[src/rtl/ieee754_to_fixed.sv]
// ieee754_to_fixed: iterative IEEE-754 single -> unsigned fixed-point decoder.
// One alignment shift per cycle, round-to-nearest-even, saturating result,
// valid/ready handshake on both sides.
module ieee754_to_fixed #(
    parameter int OUT_W  = 16,
    parameter int FRAC_W = 0
) (
    input  logic             clk,
    input  logic             reset,
    input  logic             in_valid,
    output logic             in_ready,
    input  logic [31:0]      in_float,
    output logic             out_valid,
    input  logic             out_ready,
    output logic [OUT_W-1:0] out_data,
    output logic             flag_ovf,
    output logic             flag_neg,
    output logic             flag_nan,
    output logic             flag_inx
);
    // Mantissa register wide enough that a left shift never drops a bit.
    localparam int MW = 24 + OUT_W;
    localparam logic signed [10:0] FRAC_S = 11'(FRAC_W);
    localparam logic signed [10:0] OUT_S  = 11'(OUT_W);

    typedef enum logic [1:0] {S_IDLE, S_SHIFT, S_ROUND, S_DONE} state_t;

    state_t            state_q, state_d;
    logic [MW-1:0]     man_q, man_d;
    logic              guard_q, guard_d;
    logic              sticky_q, sticky_d;
    logic              left_q, left_d;
    logic [4:0]        cnt_q, cnt_d;
    logic [OUT_W-1:0]  data_q, data_d;
    logic              ovf_q, ovf_d;
    logic              neg_q, neg_d;
    logic              nan_q, nan_d;
    logic              inx_q, inx_d;

    // Field split and shift-distance computation for the incoming word.
    logic               f_sign;
    logic [7:0]         f_exp;
    logic [22:0]        f_frac;
    logic signed [10:0] e_unb, s_val, s_abs;
    logic [4:0]         n_cnt;
    logic               inc;
    logic [MW:0]        sum;

    assign f_sign = in_float[31];
    assign f_exp  = in_float[30:23];
    assign f_frac = in_float[22:0];
    assign e_unb  = $signed({3'b000, f_exp}) - 11'sd127;
    assign s_val  = e_unb - 11'sd23 + FRAC_S;
    assign s_abs  = s_val[10] ? -s_val : s_val;
    // Beyond 26 right shifts the result is identical (mantissa 0, guard 0, sticky 1).
    assign n_cnt  = (s_abs > 11'sd26) ? 5'd26 : s_abs[4:0];

    // Round-to-nearest-even increment on the aligned integer.
    assign inc = guard_q & (sticky_q | man_q[0]);
    assign sum = {1'b0, man_q} + {{MW{1'b0}}, inc};

    // Next-state, datapath and result computation.
    always_comb begin
        state_d  = state_q;
        man_d    = man_q;
        guard_d  = guard_q;
        sticky_d = sticky_q;
        left_d   = left_q;
        cnt_d    = cnt_q;
        data_d   = data_q;
        ovf_d    = ovf_q;
        neg_d    = neg_q;
        nan_d    = nan_q;
        inx_d    = inx_q;
        case (state_q)
            S_IDLE: begin
                if (in_valid) begin
                    data_d   = '0;
                    ovf_d    = 1'b0;
                    neg_d    = 1'b0;
                    nan_d    = 1'b0;
                    inx_d    = 1'b0;
                    man_d    = {{OUT_W{1'b0}}, 1'b1, f_frac};
                    guard_d  = 1'b0;
                    sticky_d = 1'b0;
                    left_d   = ~s_val[10];
                    cnt_d    = n_cnt;
                    if (f_exp == 8'hFF) begin
                        state_d = S_DONE;
                        if (f_frac != '0) begin
                            nan_d = 1'b1;
                        end else if (f_sign) begin
                            neg_d = 1'b1;
                        end else begin
                            data_d = '1;
                            ovf_d  = 1'b1;
                        end
                    end else if (f_exp == 8'h00) begin
                        // Zero or denormal: always below one LSB, sign ignored.
                        state_d = S_DONE;
                        inx_d   = |f_frac;
                    end else if (f_sign) begin
                        state_d = S_DONE;
                        neg_d   = 1'b1;
                    end else if ((e_unb + FRAC_S) >= OUT_S) begin
                        state_d = S_DONE;
                        data_d  = '1;
                        ovf_d   = 1'b1;
                    end else if (n_cnt != 5'd0) begin
                        state_d = S_SHIFT;
                    end else begin
                        state_d = S_ROUND;
                    end
                end
            end
            S_SHIFT: begin
                if (left_q) begin
                    man_d = man_q << 1;
                end else begin
                    man_d    = man_q >> 1;
                    guard_d  = man_q[0];
                    sticky_d = sticky_q | guard_q;
                end
                cnt_d = cnt_q - 5'd1;
                if (cnt_q == 5'd1) state_d = S_ROUND;
            end
            S_ROUND: begin
                state_d = S_DONE;
                inx_d   = guard_q | sticky_q;
                if (|sum[MW:OUT_W]) begin
                    data_d = '1;
                    ovf_d  = 1'b1;
                end else begin
                    data_d = sum[OUT_W-1:0];
                end
            end
            S_DONE: begin
                if (out_ready) state_d = S_IDLE;
            end
            default: state_d = S_IDLE;
        endcase
    end

    // State and datapath registers; reset aborts any word in flight.
    always_ff @(posedge clk) begin
        if (reset) begin
            state_q  <= S_IDLE;
            man_q    <= '0;
            guard_q  <= 1'b0;
            sticky_q <= 1'b0;
            left_q   <= 1'b0;
            cnt_q    <= '0;
            data_q   <= '0;
            ovf_q    <= 1'b0;
            neg_q    <= 1'b0;
            nan_q    <= 1'b0;
            inx_q    <= 1'b0;
        end else begin
            state_q  <= state_d;
            man_q    <= man_d;
            guard_q  <= guard_d;
            sticky_q <= sticky_d;
            left_q   <= left_d;
            cnt_q    <= cnt_d;
            data_q   <= data_d;
            ovf_q    <= ovf_d;
            neg_q    <= neg_d;
            nan_q    <= nan_d;
            inx_q    <= inx_d;
        end
    end

    assign in_ready  = (state_q == S_IDLE);
    assign out_valid = (state_q == S_DONE);
    assign out_data  = data_q;
    assign flag_ovf  = ovf_q;
    assign flag_neg  = neg_q;
    assign flag_nan  = nan_q;
    assign flag_inx  = inx_q;
endmodule

[config.mk]
export PLATFORM = sky130hd
export DESIGN_NAME = ieee754_to_fixed
export DESIGN_NICKNAME = d
export VERILOG_FILES = /design/src/rtl/ieee754_to_fixed.sv
export SDC_FILE = /design/constraint.sdc
export NUM_CORES = 1
export LEC_CHECK = 0
export BUFFER_PORTS_ARGS = -buffer_cell sky130_fd_sc_hd__buf_2
export CELL_PAD_IN_SITES_DETAIL_PLACEMENT = 1
export CELL_PAD_IN_SITES_GLOBAL_PLACEMENT = 1
export CORE_ASPECT_RATIO = 1.2
export CORE_UTILIZATION = 39
export CTS_CLUSTER_DIAMETER = 120
export DETAILED_ROUTE_END_ITERATION = 12
export PLACE_DENSITY = 0.86
export SYNTH_ARGS = -nofsm -noshare
export SYNTH_HDL_FRONTEND = slang
export SYNTH_SLANG_ARGS = --single-unit
[constraint.sdc]
create_clock -name clk -period 7.8 [get_ports clk]
set_input_delay 1.95 -clock clk [delete_from_list [all_inputs] [get_ports clk]]
set_output_delay 1.95 -clock clk [all_outputs]
set_load 0.03 [all_outputs]
==> metrics list <==
* Hold violation total from the final report: 0
- Part of the Yosys area used for sequential elements: 27.5%
- In this run the mean area of a mapped cell was 7.43 µm².
- Type of origin of the critical path: input port
- The die covers 0.0135 mm².
- The worst hold path belongs to the class register to register.
- Final setup vio count: 0
- Share of async-settable or async-resettable flops after synthesis: 0%
* Seq cells post-synth: 70
- Net count of the mapped netlist: 734
- The run finished with clean final reports.
- Clock edge transition at the registers on the reported setup and hold paths: 60 ps
- Final Net Count: 754
* Drc violations: 0
- Number of rows in the core area: 45
* Violation count after the first detailed-routing iteration: 276
- Counting the buffers created by CTS gives 9.
- Number of routed nets with antenna violations: 0
- The layout has 1,620 filler cells.
- GRT Util Overall: 24.2%
- Critical Path Sink Type: register
- For this run, the number of Yosys warnings is 0.
- At the end of routability-driven placement, the weighted congestion stood at 0.864.
- TritonCTS built the clock tree.
* Number of antenna violations at the first check in global routing: 0
- Number of setup buffers added after CTS: 0
- Leakage power of the design: 2.06 nW
- Summing all flip-flop and latch instances after layout gives 0.00140 mm².
- The number of antenna diodes in the final layout is 0.
* Router iterations before antenna repair: 4
- Tightest slew margin relative to the limit: 21.1%
- For the worst-skew pair, the clock arrives at the later sink with an insertion delay of 350 ps.
* Final period utilization: 57.8%
* Worst setup skew after layout: 6.83 ps
- Max capacitance violation total: 0
- Effective utilization at floorplan: 40.2%
* CP Max Fanout: 10
* Buffer and inverter count on the worst path: 2
- Buffers on Ports: 57
* Setup_tns: 0 ps
- Max Buffers Root-to-Sink: 2
- Summed over all nets, the half-perimeter wirelength after detailed placement is 11,200 µm.
- Power Density: 332 mW/mm²
- Slew @ Worst Pin: 1180 ps
- The critical path is of the input port to register type.
- Entering global routing, the biggest net connects 77 pins.
- The max-slew violation count was 0.
* Required time at the endpoint of the critical path: 8030 ps
- The total overflow left after global routing is 0.
- Fraction of layout instances using a drive strength above 1: 14.5%
- Worst-case vdd ir drop: 140 µV
- Hold repair after CTS inserted 0 buffers.
- From synthesis to final layout, the design area changed by 11.8%.
* Achievable clock frequency: 0.222 GHz
* Average via count per standard cell: 5.98
- Count of flip-flops with a built-in enable after synthesis: 0
* Die Ht: 127 µm
- The number of global-route vias before repair came to 5,488.
- For this design the top-level I/O count stands at 58.
- Cell area reported after detailed placement: 0.00541 mm²
- In this design, the stage delay of the slowest critical-path cell is 480 ps.
- WL/cell: 18.0 µm
* Top FF cell, synth: dfxtp_1
- The largest individual stage delay along the critical path comes from the cell o41a_1.
- Total area of multi-input combinational cells: 0.00341 mm²
- CP cell instances: buf_2 -> inv_1 -> ha_1 -> nor2b_1 -> a2bb2oi_1 -> a21oi_1 -> a21o_1 -> a31oi_1 -> xnor2_1 -> nand4b_1 -> o41a_1
- The cell count after synthesis came out at 685.
- Final instance area: 0.00570 mm²
* Depth of the CTS H-tree: 3
- Setup repair after global routing left no endpoint under its margin.
- Count of clock tree sinks: 70
- Among cell families on the critical path, the largest total delay comes from compound AO/OA/AOI/OAI gates.
* Final critical delay including setup and external delays: 4510 ps
- CP Data Arrival Time: 4740 ps
* Wire length of the first global-routing pass: 26,100 µm
- Once the clock tree was built, the resizer swapped 0 gates to a different size.
- Die Wd: 106 µm
- Count of different cell masters after synthesis: 68
- The cell sitting at the root of the clock tree is a clkbuf_16.
- Via total after detailed routing: 5,217
- In this run the cell area of the synthesized design comes to 0.00509 mm².
* Core footprint: 0.0127 mm²
- For this block, the routed nets add up to 15,700 µm of wire.
-- cells by family (layout without fill, tap and decap cells) --
family                   after synthesis  in the layout  synth area share (%)
AO/OA/AOI/OAI                        177            177                  22.6
XOR/XNOR                              36             36                  6.34
adder cells (fa/ha/maj)               13             13                  3.19
buffers and inverters                 71             95                  5.63
flip-flops                            70             70                  27.5
multiplexers                          37             37                  7.54
AND/OR/NAND/NOR                      281            281                  27.2
-- per-stage QoR --
stage / power (mW) / setup WS [ps] / util (%) / hold WS [ps] / instances
after floorplan: 1.23 / 3280 / - / 455 / 685
after global placement: 1.42 / 3160 / 42.7 / 433 / 858
after detailed placement: 1.47 / 2940 / 42.7 / 445 / 858
after CTS: 1.89 / 3290 / 45.0 / 457 / 873
after global routing: 2.01 / 3060 / 45.0 / 488 / 873
final: 1.89 / 3290 / 45.0 / 453 / 873
-- flip-flops by register name, summed over array words and instances, names as in the netlist --
| register | flops |
|---|---|
| flag_neg | 1 |
| flag_nan | 1 |
| out_data | 16 |
| guard_q | 1 |
| cnt_q | 5 |
| flag_inx | 1 |
| left_q | 1 |
| state_q | 2 |
| flag_ovf | 1 |
| man_q | 40 |
| sticky_q | 1 |
-- final cells by class --
cell class / instances / area share (%)
flip-flops and latches: 70 / 24.6
well taps: 164 / 3.60
clock buffers: 11 / 4.26
inverters: 19 / 1.25
clock inverters: 4 / 0.835
multi-input cells: 544 / 59.9
repair buffers: 61 / 5.54
-- Yosys cell counts (4+ instances only) --
library cell / instances / area, µm²
xnor2_1: 19 / 166
mux2i_1: 26 / 260
and2_1: 5 / 31.3
a21oi_1: 54 / 270
ha_1: 13 / 163
nor4_1: 13 / 81.3
nand3b_1: 4 / 30.0
a211oi_1: 4 / 30.0
nand4_1: 13 / 81.3
nand3_1: 38 / 190
nor3_1: 12 / 60.1
nand2b_1: 5 / 31.3
dfxtp_1: 70 / 1400
o21a_1: 5 / 37.5
nor2_1: 41 / 154
xor2_1: 16 / 140
or3_1: 5 / 31.3
o21ai_0: 34 / 170
inv_1: 19 / 71.3
nand2_1: 118 / 443
buf_1: 7 / 26.3
clkbuf_1: 31 / 116
and3_1: 6 / 37.5
o211ai_1: 37 / 278
buf_2: 12 / 60.1
a31oi_1: 4 / 25.0
mux2_2: 11 / 124
-- worst reg2reg max path: cells and delay by family (launching register included) --
family                     cells  cell delay, ps
AOI/OAI and AO/OA              4            1520
and+or+nand+nor                5            1300
DFF                            1             410
adders and majority gates      2             380
-- placed cells by master, fill, tap and decap left out, types with 4 or more instances in the layout --
| cell type | instances |
|---|---|
| nand2b_1 | 5 |
| buf_4 | 4 |
| o21a_1 | 5 |
| or3_1 | 5 |
| and2_1 | 5 |
| and3_1 | 6 |
| nand3b_1 | 4 |
| xor2_1 | 16 |
| o211ai_1 | 37 |
| nand2_1 | 118 |
| dfxtp_1 | 69 |
| inv_1 | 19 |
| ha_1 | 12 |
| o21ai_0 | 34 |
| nand4_1 | 13 |
| a21oi_1 | 54 |
| a211oi_1 | 4 |
| nor2_1 | 41 |
| xnor2_1 | 19 |
| mux2i_1 | 26 |
| clkbuf_16 | 9 |
| nor3_1 | 12 |
| nor4_1 | 13 |
| nand3_1 | 38 |
| buf_2 | 57 |
| mux2_2 | 11 |
| a31oi_1 | 4 |
-- report_power, final --
part / switching, mW / internal [mW] / total [mW]
clock network: 0.162 / 0.253 / 0.416
logic: 0.557 / 0.293 / 0.850
registers: 0.159 / 0.466 / 0.625
total: 0.878 / 1.01 / 1.89
-- final timing paths --
path	slack [ps]	to	cells after the start	from
hold reg to reg	450	out_data[13]	2	out_data[13]
hold / removal	450	out_data[13]	2	out_data[13]
setup / recovery	3290	state_q[0]	11	in_float[23]
setup reg to reg	4000	out_data[8]	11	guard_q
-- layer usage --
metal  vias up  share of wire, %  GRT usage, %
met4         0               3.8          14.5
met5         -                 0             0
li1       2504                 -             -
met1      2525                41          26.6
met2       141                51          43.5
met3        47               3.8          3.52
(Power assumes the default switching activity.)
